[config.mk]
export PLATFORM = sky130hd
export DESIGN_NAME = ex_operand_stage
export DESIGN_NICKNAME = d
export VERILOG_FILES = /design/src/rtl/mips_pkg.sv /design/src/rtl/fwd_mux.sv /design/src/rtl/ex_operand_stage.sv
export SDC_FILE = /design/constraint.sdc
export NUM_CORES = 1
export LEC_CHECK = 0
export ABC_AREA = 1
export CORE_ASPECT_RATIO = 1.5
export CORE_UTILIZATION = 39
export DETAILED_ROUTE_END_ITERATION = 8
export PLACE_DENSITY = 0.78
export SYNTH_ARGS = -nofsm -noshare
export SYNTH_HDL_FRONTEND = slang
export SYNTH_SLANG_ARGS = --single-unit
[constraint.sdc]
create_clock -name clk -period 2.3 [get_ports clk]
set_input_delay 0.69 -clock clk [delete_from_list [all_inputs] [get_ports clk]]
set_output_delay 0.69 -clock clk [all_outputs]
set_load 0.03 [all_outputs]
[src/rtl/mips_pkg.sv]
// Shared definitions for the MIPS core datapath.
// Holds datapath widths, ALU opcode and B-operand select encodings, the
// layout of the ID/EX pipeline register, and the forwarding match rule.
package mips_pkg;

  localparam int DATA_W = 32;
  localparam int REG_AW = 5;

  // ALU opcodes; 3'b011 is unused and the ALU returns 0 for it.
  typedef enum logic [2:0] {
    ALU_ADD  = 3'b000,
    ALU_SLL  = 3'b001,
    ALU_SUB  = 3'b010,
    ALU_RSVD = 3'b011,
    ALU_XOR  = 3'b100,
    ALU_SRL  = 3'b101,
    ALU_OR   = 3'b110,
    ALU_AND  = 3'b111
  } alu_op_e;

  // B operand source; the reserved code behaves like SRCB_RT.
  typedef enum logic [1:0] {
    SRCB_RT    = 2'b00,
    SRCB_IMM   = 2'b01,
    SRCB_SHAMT = 2'b10,
    SRCB_RSVD  = 2'b11
  } srcb_e;

  // Contents of the ID/EX pipeline register. All-zero is a bubble.
  typedef struct packed {
    logic              valid;
    logic              reg_write;
    logic              mem_read;
    logic [REG_AW-1:0] rd;
    logic [REG_AW-1:0] rs_addr;
    logic [REG_AW-1:0] rt_addr;
    logic [DATA_W-1:0] rs_data;
    logic [DATA_W-1:0] rt_data;
    logic [DATA_W-1:0] imm;
    logic [4:0]        shamt;
    logic [2:0]        op;
    srcb_e             src_b_sel;
  } ex_regs_t;

  // A later stage may forward only when it writes a non-zero register that
  // matches the source; register 0 is hardwired and never forwarded.
  function automatic logic fwdHit(input logic              we,
                                  input logic [REG_AW-1:0] dst,
                                  input logic [REG_AW-1:0] src);
    return we && (dst != '0) && (dst == src);
  endfunction

endpackage

[src/rtl/fwd_mux.sv]
// Operand forwarding mux for one source register.
// Ports:
//   src_addr_i                    source register number held in EX
//   reg_data_i                    register-file data latched with it
//   exm_reg_write_i/exm_rd_i/exm_result_i  EX/MEM forward source
//   wb_reg_write_i/wb_rd_i/wb_result_i     MEM/WB forward source
//   fwd_data_o                    resolved operand value
module fwd_mux (
  input  logic [4:0]  src_addr_i,
  input  logic [31:0] reg_data_i,
  input  logic        exm_reg_write_i,
  input  logic [4:0]  exm_rd_i,
  input  logic [31:0] exm_result_i,
  input  logic        wb_reg_write_i,
  input  logic [4:0]  wb_rd_i,
  input  logic [31:0] wb_result_i,
  output logic [31:0] fwd_data_o
);
  import mips_pkg::*;

  // EX/MEM is the younger result, so it wins over MEM/WB.
  always_comb begin
    fwd_data_o = reg_data_i;
    if (fwdHit(exm_reg_write_i, exm_rd_i, src_addr_i)) begin
      fwd_data_o = exm_result_i;
    end else if (fwdHit(wb_reg_write_i, wb_rd_i, src_addr_i)) begin
      fwd_data_o = wb_result_i;
    end
  end

endmodule

[src/rtl/ex_operand_stage.sv]
// ID/EX pipeline register plus operand forwarding for the ALU.
// Ports:
//   clk, rst                 clock and synchronous active-high reset
//   id_*                     decoded instruction fields from ID
//   stall, flush             hold EX / load a bubble into EX
//   exm_*, wb_*              EX/MEM and MEM/WB writeback info for forwarding
//   alu_a, alu_b, alu_opcode ALU operand and opcode drive
//   ex_valid, ex_reg_write, ex_mem_read, ex_rd  registered controls
//   ex_store_data            forwarded rt value for stores
//   load_use_stall           load-use hazard request to upstream
module ex_operand_stage #(
  parameter int DATA_W = 32,
  parameter int REG_AW = 5
) (
  input  logic              clk,
  input  logic              rst,
  input  logic              id_valid,
  input  logic [REG_AW-1:0] id_rs_addr,
  input  logic [REG_AW-1:0] id_rt_addr,
  input  logic [REG_AW-1:0] id_rd_addr,
  input  logic [DATA_W-1:0] id_rs_data,
  input  logic [DATA_W-1:0] id_rt_data,
  input  logic [DATA_W-1:0] id_imm,
  input  logic [4:0]        id_shamt,
  input  logic [2:0]        id_alu_op,
  input  logic [1:0]        id_src_b_sel,
  input  logic              id_reg_write,
  input  logic              id_mem_read,
  input  logic              id_uses_rt,
  input  logic              stall,
  input  logic              flush,
  input  logic              exm_reg_write,
  input  logic [REG_AW-1:0] exm_rd,
  input  logic [DATA_W-1:0] exm_result,
  input  logic              wb_reg_write,
  input  logic [REG_AW-1:0] wb_rd,
  input  logic [DATA_W-1:0] wb_result,
  output logic [DATA_W-1:0] alu_a,
  output logic [DATA_W-1:0] alu_b,
  output logic [2:0]        alu_opcode,
  output logic              ex_valid,
  output logic              ex_reg_write,
  output logic              ex_mem_read,
  output logic [REG_AW-1:0] ex_rd,
  output logic [DATA_W-1:0] ex_store_data,
  output logic              load_use_stall
);
  import mips_pkg::*;

  ex_regs_t          ex_q, ex_d;
  logic [DATA_W-1:0] rs_fwd, rt_fwd;

  // Next EX contents: a non-valid ID slot must not leave write or load
  // side effects behind, so those controls are qualified by id_valid.
  always_comb begin
    ex_d           = '0;
    ex_d.valid     = id_valid;
    ex_d.reg_write = id_reg_write & id_valid;
    ex_d.mem_read  = id_mem_read & id_valid;
    ex_d.rd        = id_rd_addr;
    ex_d.rs_addr   = id_rs_addr;
    ex_d.rt_addr   = id_rt_addr;
    ex_d.rs_data   = id_rs_data;
    ex_d.rt_data   = id_rt_data;
    ex_d.imm       = id_imm;
    ex_d.shamt     = id_shamt;
    ex_d.op        = id_alu_op;
    ex_d.src_b_sel = srcb_e'(id_src_b_sel);
  end

  // Pipeline register: reset and flush both produce an all-zero bubble.
  always_ff @(posedge clk) begin
    if (rst) begin
      ex_q <= '0;
    end else if (flush) begin
      ex_q <= '0;
    end else if (!stall) begin
      ex_q <= ex_d;
    end
  end

  fwd_mux u_fwd_rs (
    .src_addr_i      (ex_q.rs_addr),
    .reg_data_i      (ex_q.rs_data),
    .exm_reg_write_i (exm_reg_write),
    .exm_rd_i        (exm_rd),
    .exm_result_i    (exm_result),
    .wb_reg_write_i  (wb_reg_write),
    .wb_rd_i         (wb_rd),
    .wb_result_i     (wb_result),
    .fwd_data_o      (rs_fwd)
  );

  fwd_mux u_fwd_rt (
    .src_addr_i      (ex_q.rt_addr),
    .reg_data_i      (ex_q.rt_data),
    .exm_reg_write_i (exm_reg_write),
    .exm_rd_i        (exm_rd),
    .exm_result_i    (exm_result),
    .wb_reg_write_i  (wb_reg_write),
    .wb_rd_i         (wb_rd),
    .wb_result_i     (wb_result),
    .fwd_data_o      (rt_fwd)
  );

  // B operand select; the reserved code falls back to rt.
  always_comb begin
    alu_b = rt_fwd;
    case (ex_q.src_b_sel)
      SRCB_IMM:   alu_b = ex_q.imm;
      SRCB_SHAMT: alu_b = {{(DATA_W-5){1'b0}}, ex_q.shamt};
      default:    alu_b = rt_fwd;
    endcase
  end

  assign alu_a         = rs_fwd;
  assign ex_store_data = rt_fwd;
  assign alu_opcode    = ex_q.op;
  assign ex_valid      = ex_q.valid;
  assign ex_reg_write  = ex_q.reg_write;
  assign ex_mem_read   = ex_q.mem_read;
  assign ex_rd         = ex_q.rd;

  // A load in EX cannot forward its data in time for the instruction in ID;
  // rt only matters when the ID instruction actually reads it.
  assign load_use_stall = ex_q.valid & ex_q.mem_read & (ex_q.rd != '0) & id_valid &
                          ((ex_q.rd == id_rs_addr) |
                           (id_uses_rt & (ex_q.rd == id_rt_addr)));

endmodule

### Word-level counts from Yosys, hierarchy flattened

Index checks and enable logic that the tools add are counted.

| word-level totals | value |
|---|---|
| bits in registers | 124 |
| output and inout port bits | 108 |
| bits of input ports | 205 |
| word-level logic and storage cells | 43 |

| operators by class | value |
|---|---|
| eq/ne operators | 8 |
| reductions and logical operators | 10 |
| bitwise logic cells | 8 |
| mux-type cells | 5 |

Operators with widths:

| cell | number |
|---|---|
| 32-bit 2-to-1 mux | 4 |
| 32-bit one-hot mux with 2 select lines | 1 |
| 5-bit equality test | 6 |
| 5-bit nonzero test | 3 |
| 1-bit bitwise AND | 7 |
| 1-bit logical AND | 6 |
| 2-bit by 1-bit equality test with 1-bit output (second input constant) | 1 |
| 2-bit equality test (second input constant) | 1 |
| 2-bit OR reduction | 1 |
| 1-bit bitwise OR | 1 |

### Depth between registers and ports, before layout

Gate-level depths: netlist (run 1).

| logic depth | value |
|---|---|
| word-level depth | 6 |
| gate-level depth with buffers | 11 |
| depth with buffers taken out | 10 |

### By module

A second synthesis (run 1) with hierarchy kept.

| second synthesis, totals | value |
|---|---|
| cells, all modules | 1296 |
| area, all modules | 8114.0 µm² |

Modules (own cells, without submodules):

| module | cells an instance | area an instance (µm²) | instances | seq. area each (µm²) |
|---|---|---|---|---|
| ex_operand_stage | 700 | 5281.3 | 1 | 2482.4 |
| fwd_mux | 298 | 1416.4 | 2 | 0.0 |

### Least setup slack after synthesis (run 1)

Ideal clock, no wire load.

| timing | value |
|---|---|
| kind | in2out |
| from | input port wb_rd[3] |
| to | output port ex_store_data[10] |
| arrival time | 1.742 ns |
| setup slack | -0.132 ns |
| buffers on the path | 1 |
| data required time | 1.610 ns |
| stages on the path | 9 |
| cells stage by stage | inv_1 -> nand2_1 -> nand2_1 -> nand3_1 -> nor2_4 -> buf_2 -> nand3_1 -> nand3_1 -> and2_1 |

| between the ends | value |
|---|---|
| longest elaborated chain between the ends | 5 |
| elaborated cells between the ends (all ways) | 6 |
| those cells by class | eq/ne (1); mux (2); reduce/logical (3) |

Ends and longest elaborated chain:

| what | line | source |
|---|---|---|
| start: declaration | ex_operand_stage.sv:36 | `input logic [REG_AW-1:0] wb_rd,` |
| 5-bit nonzero test | mips_pkg.sv:50 | `return we && (dst != '0) && (dst == src);` |
| 1-bit logical AND | mips_pkg.sv:50 |  |
| 1-bit logical AND * | mips_pkg.sv:50 |  |
| 32-bit 2-to-1 mux * | fwd_mux.sv:26 | `end else if (fwdHit(wb_reg_write_i, wb_rd_i, src_addr_i)) begin` |
| 32-bit 2-to-1 mux * | fwd_mux.sv:24 | `if (fwdHit(exm_reg_write_i, exm_rd_i, src_addr_i)) begin` |
| end: declaration | ex_operand_stage.sv:45 | `output logic [DATA_W-1:0] ex_store_data,` |

Every way passes the cells marked *; elsewhere a longest branch is shown, timed or not.

### Worst setup path after layout (run 1)

| timing | value |
|---|---|
| from | register ex_q[114] (netlist bit) |
| to | output port alu_a[14] |

| between the ends | value |
|---|---|
| longest elaborated chain between the ends | 4 |
| elaborated cells between the ends (all ways) | 6 |
| those cells by class | eq/ne (2); mux (2); reduce/logical (2) |

Ends and longest elaborated chain:

| what | line | source |
|---|---|---|
| start: declaration | ex_operand_stage.sv:50 | `ex_regs_t ex_q, ex_d;` |
| start signal: assignment | ex_operand_stage.sv:74 | `ex_q <= '0;` |
| start signal: assignment | ex_operand_stage.sv:76 | `ex_q <= '0;` |
| start signal: assignment | ex_operand_stage.sv:78 | `ex_q <= ex_d;` |
| 5-bit equality test | mips_pkg.sv:50 |  |
| 1-bit logical AND | mips_pkg.sv:50 |  |
| 32-bit 2-to-1 mux | fwd_mux.sv:26 |  |
| 32-bit 2-to-1 mux * | fwd_mux.sv:24 |  |
| end: declaration | ex_operand_stage.sv:38 | `output logic [DATA_W-1:0] alu_a,` |

Marks and branches as above.

==> tab_implementation.tex, run 1 <==
\begin{tabular}{lr}
\hline
Metric & Value \\
\hline
\multicolumn{2}{l}{\textbf{CTS}} \\
\quad Clock slew seen by the registers of the worst setup and hold paths & 60 ps \\
\quad CTS tree & done \\
\quad Number of levels the H-tree was split into & 4 \\
\quad Root Buffer & sky130\_fd\_sc\_hd\_\_clkbuf\_16 \\
\quad Number of sinks driven by the clock tree & 124 \\
\quad Total clock buffers created by CTS & 17 \\
\quad Clk\_lat worst skew & 430 ps \\
\quad Clock Tree Buf Depth & 2 \\
\quad Number of hold buffers added after cts & 0 \\
\multicolumn{2}{l}{\textbf{Cells and area}} \\
\quad Final core occ & 0.7701 \\
\quad Antenna Cells & 0 \\
\quad Filler instances & 1144 \\
\quad Layout cell share with drive strength beyond 1 & 0.3856 \\
\quad Final nets & 1628 \\
\quad Area Overhead vs Synth & 92.32\% \\
\multicolumn{2}{l}{\textbf{Synth}} \\
\quad Synthesized flop and latch total & 124 \\
\quad Area share of the largest cell type after synthesis & 0.3441 \\
\quad Number of instances in the synthesized netlist & 1081 \\
\quad Count of flip-flops with a built-in enable after synthesis & 0 \\
\quad Average instance area after synthesis & 6.674 µm² \\
\quad Net Count, Synth & 1288 \\
\quad Cell variety after synth & 34 \\
\quad Synth area leader & sky130\_fd\_sc\_hd\_\_dfxtp\_1 \\
\quad Fraction of the yosys area taken by sequential cells & 0.3441 \\
\quad Commonest cells post-synth & 368 x sky130\_fd\_sc\_hd\_\_nand2\_1, 132 x sky130\_fd\_sc\_hd\_\_nand3\_1, 124 x sky130\_fd\_sc\_hd\_\_dfxtp\_1 \\
\quad Top area cells in the synthesized netlist & sky130\_fd\_sc\_hd\_\_dfxtp\_1 34\%, sky130\_fd\_sc\_hd\_\_nand2\_1 19\%, sky130\_fd\_sc\_hd\_\_nand3\_1 9.2\% \\
\quad Most frequently used flop master after synthesis & sky130\_fd\_sc\_hd\_\_dfxtp\_1 \\
\quad Warning count from the yosys run & 0 \\
\quad Cell area after technology mapping & 0.007214 mm² \\
\quad Post-synthesis async set-or-reset flop share & 0 \\
\quad Most frequent cell after synthesis & sky130\_fd\_sc\_hd\_\_nand2\_1 \\
\multicolumn{2}{l}{\textbf{STA}} \\
\quad Worst setup margin & -602.9 ps \\
\quad Total negative slack & -50740 ps \\
\quad Final-layout worst hold slack & 463.5 ps \\
\quad Min Tclk post-route & 2903 ps \\
\quad Total count of max-transition violations in the final report & 0 \\
\quad Setup repair after global routing missed its margin & yes \\
\quad Tightest slew margin relative to the limit & 0.6014 \\
\quad Slew @ Worst Pin & 597.9 ps \\
\quad Largest clock skew in the final design & 0 ps \\
\quad Highest clock rate & 0.3445 GHz \\
\quad Final setup violation count & 96 \\
\quad Period utilisation layout & 1.262 \\
\quad Hold violation total from the final report & 0 \\
\multicolumn{2}{l}{\textbf{Floorplanning}} \\
\quad Die span in x & 113.1 µm \\
\quad Die height & 168.6 µm \\
\quad DIE AREA & 0.01906 mm² \\
\quad Core area & 0.01802 mm² \\
\quad I/O pin total & 313 \\
\quad Initial core utilization & 0.4004 \\
\quad Number of placement rows & 60 \\
\multicolumn{2}{l}{\textbf{Routing}} \\
\quad Routed Wire Length & 36330 µm \\
\quad Number of remaining DRC errors & 0 \\
\quad Post-route ant nets & 0 \\
\quad Violation count after the first detailed-routing iteration & 807 \\
\quad Vias post-DR & 9380 \\
\quad Via density & 5.681 \\
\quad DR pass1 iterations & 6 \\
\quad Post-DR wirelength/cell & 22.00 µm \\
\multicolumn{2}{l}{\textbf{Power}} \\
\quad Internal power contribution & 4.684 mW \\
\quad NetSw & 2.102 mW \\
\quad Total power after layout & 6.786 mW \\
\quad Switching part of the total power & 0.3097 \\
\quad Pleak & 5.824 nW \\
\quad Combinational fraction of design power & 0.278 \\
\quad Sequential Power Share & 0.335 \\
\quad Worst VDD drop & 425.7 µV \\
\quad P per Cell Area & 489.1 mW/mm² \\
\quad Share of power burned in the clock network & 0.388 \\
\multicolumn{2}{l}{\textbf{Critical path}} \\
\quad Data arrival time of the critical path & 2210 ps \\
\quad Crit Path Class & register to output pin \\
\quad Maximum cell stage delay along the critical path & 450 ps \\
\quad Critical path launch point type & register \\
\quad Slowest-stage cell, CP & sky130\_fd\_sc\_hd\_\_dfxtp\_1 \\
\quad Kind of end point of the critical path & output pin \\
\quad Sequence of cells on the critical path & buf\_4, xor2\_1, nor2\_2, nand2\_4, inv\_8, buf\_12, buf\_16, nand2\_1, nand2\_2, buf\_6 \\
\quad Maximum fanout count along the critical path & 10 \\
\quad Req. time, crit path & 1610 ps \\
\multicolumn{2}{l}{\textbf{Global routing}} \\
\quad GR Layer Usage met1 & 0.3541 \\
\quad Total routing usage reported by global routing & 0.3489 \\
\quad Number of global-route vias before repair & 9353 \\
\quad Global-route wire length before repair & 50580 µm \\
\quad Pin count of the biggest net entering global routing & 125 \\
\quad Met3 usage in global routing & 0.06409 \\
\quad Total overflow reported by the global router & 0 \\
\quad Antenna violations before repair & 0 \\
\quad Most congested layer reported by global routing & met2 \\
\quad Met2 layer usage reported by global route & 0.6095 \\
\multicolumn{2}{l}{\textbf{Job}} \\
\quad Max cap viols & 0 \\
\multicolumn{2}{l}{\textbf{Outcome}} \\
\quad Status & finished, violations left \\
\quad Violations in the final reports & setup timing \\
\multicolumn{2}{l}{\textbf{Placed design}} \\
\quad Hpwl dp & 20620 µm \\
\quad Post-placement worst setup slack & -912.0 ps \\
\quad I/O Buffers & 312 \\
\quad Global placer's final weighted congestion & 0.9235 \\
\multicolumn{2}{l}{\textbf{Min path}} \\
\quad Class of the tightest hold or removal check & register to register \\
\hline
\end{tabular}
## power groups by stage
stage          registers [mW]  clock network (mW)  logic (mW)
6_report                 2.27                2.63        1.88
5_1_grt                  2.28                2.74        1.96
4_1_cts                  2.26                2.63        1.72
3_5_place_dp             2.31                   0        1.50
3_3_place_gp             2.31                   0        1.49
2_1_floorplan            2.30                   0       0.709
## critical path, delay by kind of cell (launching register included)
family	cells	cell delay, ps
buf+inv	5	640
simple gates	4	430
xor+xnor	1	250
flops	1	450
## cell families after synthesis
kind of cell,Yosys count,synth area share
AOI/OAI and AO/OA,134,0.1101
xor gates and xnor gates,25,0.03139
buffers and inverters,134,0.08758
and+or+nand+nor,662,0.4233
DFF,124,0.3441
adders and majority gates,2,0.003468
## state kept, by name, summed over array words and instances, names as in the netlist
register / count
alu_opcode: 3
ex_mem_read: 1
ex_q: 113
ex_rd: 5
ex_reg_write: 1
ex_valid: 1
## cell usage in the layout (no fill, tap or decap), types with 3 or more instances in the layout
cell,Yosys,layout
sky130_fd_sc_hd__buf_4,22,33
sky130_fd_sc_hd__a21oi_1,87,86
sky130_fd_sc_hd__clkinv_2,0,4
sky130_fd_sc_hd__clkbuf_2,0,3
sky130_fd_sc_hd__and2_4,0,32
sky130_fd_sc_hd__xnor2_1,12,8
sky130_fd_sc_hd__nor3_4,2,3
sky130_fd_sc_hd__buf_8,0,7
sky130_fd_sc_hd__clkdlybuf4s50_1,0,189
sky130_fd_sc_hd__nand3_2,1,87
sky130_fd_sc_hd__nand2_2,2,104
sky130_fd_sc_hd__buf_6,3,108
sky130_fd_sc_hd__buf_16,0,9
sky130_fd_sc_hd__nor2_1,49,43
sky130_fd_sc_hd__nand3b_1,64,64
sky130_fd_sc_hd__buf_12,0,38
sky130_fd_sc_hd__dfxtp_2,0,6
sky130_fd_sc_hd__clkdlybuf4s15_1,0,4
sky130_fd_sc_hd__inv_1,44,40
sky130_fd_sc_hd__clkinvlp_4,0,3
sky130_fd_sc_hd__clkbuf_16,0,23
sky130_fd_sc_hd__nand2_1,368,252
sky130_fd_sc_hd__inv_6,0,3
sky130_fd_sc_hd__xor2_1,12,9
sky130_fd_sc_hd__buf_2,16,6
sky130_fd_sc_hd__a211oi_1,40,39
sky130_fd_sc_hd__nor2_4,1,8
sky130_fd_sc_hd__dlygate4sd2_1,0,4
sky130_fd_sc_hd__a32oi_1,4,4
sky130_fd_sc_hd__nand2_4,2,16
sky130_fd_sc_hd__dfxtp_1,124,116
sky130_fd_sc_hd__nand3_4,0,33
sky130_fd_sc_hd__nand4_1,3,3
sky130_fd_sc_hd__nand3_1,132,13
## area by class of cell
cell class,count,area (µm²),area share
clock buffers,19,452.9,0.03264
flip-flops and latches,124,2497,0.1800
multi-input cells,824,5590,0.4029
well taps,217,271.5,0.01957
inverters,45,181.4,0.01308
clock inverters,13,116.4,0.008387
repair buffers,409,4765,0.3434
## path summary, 6_finish.rpt
path / startpoint / endpoint / slack, ps / cells after the start
worst max-delay path: ex_q[114]$_SDFFE_PP0N_ / alu_a[14] / -600 / 10
worst min-delay path: ex_q[13]$_SDFFE_PP0N_ / ex_q[13]$_SDFFE_PP0N_ / 460 / 2
worst max register to register: ex_q[114]$_SDFFE_PP0N_ / ex_q[114]$_SDFFE_PP0N_ / 1370 / 3
worst min register to register: ex_q[13]$_SDFFE_PP0N_ / ex_q[13]$_SDFFE_PP0N_ / 460 / 2
## routing by layer
layer  part of all wire  up-vias  routed length, µm
met3              0.069      204               2515
met5                  0        -                  0
met2               0.51      589              18410
met1               0.34     4353              12320
met4              0.085        0               3075
li1                   -     4234                  -
## through the flow
step	area, µm²	std cells
final	13870	1651
after detailed placement	10920	1577
after CTS	13100	1642
after global placement	10920	1577
after floorplan	7430	1081
after global routing	13870	1651
## timing repair
| action | CTS | global route |
|---|---|---|
| gates resized for setup | 359 | 155 |
| gates cloned | 14 | 7 |
| endpoints found under the setup margin | 97 | 99 |
| pin swaps | 88 | 116 |
| buffers inserted | 21 | 6 |
Note: power is estimated with default switching activity, not from simulation.
==> run 2: changes to the inputs <==
--- a/config.mk
+++ b/config.mk
@@ -6,10 +6,12 @@
 export NUM_CORES = 1
 export LEC_CHECK = 0
 export ABC_AREA = 1
-export CORE_ASPECT_RATIO = 1.5
-export CORE_UTILIZATION = 39
+export CORE_AREA = 2 2 122 124
 export DETAILED_ROUTE_END_ITERATION = 8
-export PLACE_DENSITY = 0.78
+export DIE_AREA = 0 0 124 126
+export DONT_BUFFER_PORTS = 1
+export PLACE_DENSITY = 0.68
+export REMOVE_ABC_BUFFERS = 1
 export SYNTH_ARGS = -nofsm -noshare
 export SYNTH_HDL_FRONTEND = slang
 export SYNTH_SLANG_ARGS = --single-unit
==> run 2 against run 1 <==
The run still ends with setup timing left. Largest cell class unchanged. First-iteration DRC count shrank 14%. Worst setup slack better by 180 ps. Wire length shrank 25%. Power is 4.5% lower. Critical endpoint is now alu_b[21]. Combinational power decreased by 36%. Clock power grew 14%. Count of clock-buffer cells in the layout grew 6.
==> tab_implementation.tex, run 2 (synthesis gave the netlist of run 1 again) <==
\begin{tabular}{lr}
\hline
Metric & Value \\
\hline
\multicolumn{2}{l}{\textbf{Placed design}} \\
\quad I/O Buffers & 0 (was 312) \\
\quad Placed inst area & 0.008398 mm² (was 0.01092 mm²) \\
\quad Post-placement worst setup slack & -345.5 ps (was -912.0 ps) \\
\quad Global placer's final weighted congestion & 0.8440 (was 0.9235) \\
\quad Post-Place Cells & 1296 (was 1577) \\
\quad Hpwl dp & 16950 µm (was 20620 µm) \\
\multicolumn{2}{l}{\textbf{Critical path}} \\
\quad Slowest-stage cell, CP & sky130\_fd\_sc\_hd\_\_dfxtp\_4 (was sky130\_fd\_sc\_hd\_\_dfxtp\_1) \\
\quad Buffers and inverters on the worst path & 4 (was 5) \\
\quad Data arrival time of the critical path & 2040 ps (was 2210 ps) \\
\quad R2r startpoint & ex\_rd[4]\$\_SDFFE\_PP0N\_ (was ex\_q[114]\$\_SDFFE\_PP0N\_) \\
\quad Critical path launch point type & register (unchanged) \\
\quad Kind of end point of the critical path & output pin (unchanged) \\
\quad Sequence of cells on the critical path & inv\_2, nand2\_1, nand2\_1, nand3\_2, nor2\_4, buf\_12, clkbuf\_16, nand3\_1, nand3\_1, nand3\_1, nand2\_1, buf\_6 (was buf\_4, xor2\_1, nor2\_2, nand2\_4, inv\_8, buf\_12, buf\_16, nand2\_1, nand2\_2, buf\_6) \\
\quad Maximum cell stage delay along the critical path & 360 ps (was 450 ps) \\
\quad Cell family contributing the most delay on the critical path & simple AND/OR/NAND/NOR gates (was buffers and inverters) \\
\quad Worst Setup SP & ex\_q[107]\$\_SDFFE\_PP0N\_ (was ex\_q[114]\$\_SDFFE\_PP0N\_) \\
\quad Maximum fanout count along the critical path & 6 (was 10) \\
\quad Crit Path Class & register to output pin (unchanged) \\
\quad Req. time, crit path & 1610 ps (about the same) \\
\multicolumn{2}{l}{\textbf{Routing}} \\
\quad Number of remaining DRC errors & 0 (unchanged) \\
\quad Via density & 5.968 (was 5.681) \\
\quad Violation count after the first detailed-routing iteration & 691 (was 807) \\
\quad Post-DR wirelength/cell & 20.28 µm (was 22.00 µm) \\
\quad DR pass1 iterations & 6 (unchanged) \\
\quad Routed Wire Length & 27220 µm (was 36330 µm) \\
\quad Vias post-DR & 8009 (was 9380) \\
\quad Post-route ant nets & 0 (unchanged) \\
\multicolumn{2}{l}{\textbf{Cells and area}} \\
\quad Final Instance Area & 0.01065 mm² (was 0.01387 mm²) \\
\quad Flip-flop count of the largest register after layout & 113 (unchanged) \\
\quad Layout cell share with drive strength beyond 1 & 0.3273 (was 0.3856) \\
\quad Most common cell after layout, fill and taps aside & sky130\_fd\_sc\_hd\_\_nand2\_1 (unchanged) \\
\quad Final nets & 1353 (was 1628) \\
\quad Leading cell types in the layout, fill and taps excluded & 286 x sky130\_fd\_sc\_hd\_\_nand2\_1, 115 x sky130\_fd\_sc\_hd\_\_dfxtp\_1, 86 x sky130\_fd\_sc\_hd\_\_a21oi\_1 (was 252 x sky130\_fd\_sc\_hd\_\_nand2\_1, 189 x sky130\_fd\_sc\_hd\_\_clkdlybuf4s50\_1, 116 x sky130\_fd\_sc\_hd\_\_dfxtp\_1) \\
\quad Final cell count without fillers & 1342 (was 1651) \\
\quad Filler instances & 1010 (was 1144) \\
\quad Area Overhead vs Synth & 47.59\% (was 92.32\%) \\
\quad Area of combinational cells with multiple inputs & 0.005151 mm² (was 0.005590 mm²) \\
\quad Register containing the most flip-flops in the final layout & ex\_q (unchanged) \\
\quad Antenna Cells & 0 (unchanged) \\
\quad FF+latch area & 0.002501 mm² (was 0.002497 mm²) \\
\multicolumn{2}{l}{\textbf{Power}} \\
\quad Worst VDD drop & 534.6 µV (was 425.7 µV) \\
\quad Share of power burned in the clock network & 0.462 (was 0.388) \\
\quad Total power after layout & 6.478 mW (was 6.786 mW) \\
\quad NetSw & 1.686 mW (was 2.102 mW) \\
\quad P per Cell Area & 608.4 mW/mm² (was 489.1 mW/mm²) \\
\quad Sequential Power Share & 0.350 (was 0.335) \\
\quad Internal power contribution & 4.791 mW (was 4.684 mW) \\
\quad Combinational fraction of design power & 0.187 (was 0.278) \\
\quad Switching part of the total power & 0.2603 (was 0.3097) \\
\quad Pleak & 4.538 nW (was 5.824 nW) \\
\multicolumn{2}{l}{\textbf{Floorplanning}} \\
\quad DIE AREA & 0.01562 mm² (was 0.01906 mm²) \\
\quad Die span in x & 124 µm (was 113.1 µm) \\
\quad Number of placement rows & 44 (was 60) \\
\quad Initial core utilization & 0.5040 (was 0.4004) \\
\quad I/O pin total & 313 (unchanged) \\
\quad Core area & 0.01431 mm² (was 0.01802 mm²) \\
\quad Die height & 126 µm (was 168.6 µm) \\
\multicolumn{2}{l}{\textbf{Outcome}} \\
\quad Violations in the final reports & setup timing (unchanged) \\
\quad Status & finished, violations left (unchanged) \\
\multicolumn{2}{l}{\textbf{Global routing}} \\
\quad Global-route wire length before repair & 37670 µm (was 50580 µm) \\
\quad Total overflow reported by the global router & 0 (unchanged) \\
\quad Antenna violations before repair & 0 (unchanged) \\
\quad Total routing usage reported by global routing & 0.3100 (was 0.3489) \\
\quad Pin count of the biggest net entering global routing & 165 (was 125) \\
\quad Number of global-route vias before repair & 7327 (was 9353) \\
\multicolumn{2}{l}{\textbf{Job}} \\
\quad Max cap viols & 0 (unchanged) \\
\multicolumn{2}{l}{\textbf{STA}} \\
\quad Worst setup margin & -427.4 ps (was -602.9 ps) \\
\quad Slew @ Worst Pin & 507.0 ps (was 597.9 ps) \\
\quad Total count of max-transition violations in the final report & 0 (unchanged) \\
\quad Min Tclk post-route & 2727 ps (was 2903 ps) \\
\quad Highest clock rate & 0.3667 GHz (was 0.3445 GHz) \\
\quad Hold violation total from the final report & 0 (unchanged) \\
\quad Period utilisation layout & 1.186 (was 1.262) \\
\quad Setup repair after global routing missed its margin & yes (unchanged) \\
\quad Tightest slew margin relative to the limit & 0.6620 (was 0.6014) \\
\quad Final setup violation count & 96 (unchanged) \\
\quad Largest clock skew in the final design & 0 ps (unchanged) \\
\multicolumn{2}{l}{\textbf{CTS}} \\
\quad Number of levels the H-tree was split into & 4 (unchanged) \\
\quad Root Buffer & sky130\_fd\_sc\_hd\_\_clkbuf\_16 (unchanged) \\
\quad Clock Tree Buf Depth & 2 (unchanged) \\
\quad Clock slew seen by the registers of the worst setup and hold paths & 50 ps (was 60 ps) \\
\quad Number of sinks driven by the clock tree & 124 (unchanged) \\
\quad Number of hold buffers added after cts & 0 (unchanged) \\
\quad CTS tree & done (unchanged) \\
\quad Total clock buffers created by CTS & 17 (unchanged) \\
\quad Clk\_lat worst skew & 410 ps (was 430 ps) \\
\multicolumn{2}{l}{\textbf{Min path}} \\
\quad Worst hold path startpoint & id\_rs\_addr[0] (was ex\_q[13]\$\_SDFFE\_PP0N\_) \\
\quad Class of the tightest hold or removal check & primary input to register (was register to register) \\
\hline
\end{tabular}
==> run 2: cell type report <==
type / instances / area share
well taps: 184 / 0.02162
clock inverters: 6 / 0.01457
inverters: 45 / 0.01633
multi-input cells: 824 / 0.4838
flip-flops and latches: 124 / 0.2349
repair buffers: 134 / 0.1813
clock buffers: 25 / 0.04747
==> run 2: final timing paths <==
path                            endpoint  slack, ps  cells past startpoint
setup / recovery               alu_b[21]       -430                     12
hold / removal    ex_q[111]$_SDFFE_PP0N_        410                      2
setup reg to reg   ex_rd[4]$_SDFFE_PP0N_       1410                      3
hold reg to reg    ex_q[26]$_SDFFE_PP0N_        460                      2
==> run 2: power by group through the flow <==
stage / sequential, mW / combinational (mW) / clock [mW]
finish: 2.27 / 1.21 / 2.99
global route: 2.28 / 1.28 / 3.11
CTS: 2.27 / 1.09 / 3.02
detailed placement: 2.31 / 0.982 / 0
global placement: 2.31 / 0.970 / 0
floorplan: 2.31 / 0.591 / 0
==> run 2: what timing repair did <==
| action | 4_1_cts | 5_1_grt |
|---|---|---|
| hold endpoints to repair | 0 | 0 |
| setup endpoints to repair | 97 | 97 |
| pin swaps | 27 | 62 |
| gates resized for setup | 187 | 153 |
| setup buffers | 1 | 4 |
| cloned | 2 | 8 |
==> run 2: routing by layer <==
layer,vias up,GRT usage,share of wire
li1,3669,-,-
met1,3704,0.3683,0.37
met2,537,0.5278,0.49
met3,99,0.07926,0.10
met4,0,0.1269,0.042
met5,-,0,0
==> run 2: stage by stage <==
stage	setup TNS (ps)	utilization	hold WS (ps)
after floorplan	-98570	-	436.8
after global placement	-26600	0.5867	450.5
after detailed placement	-27940	0.5867	453.5
after CTS	-33520	0.6837	379.5
after global routing	-45790	0.7439	363.3
final	-36050	0.7439	413.0
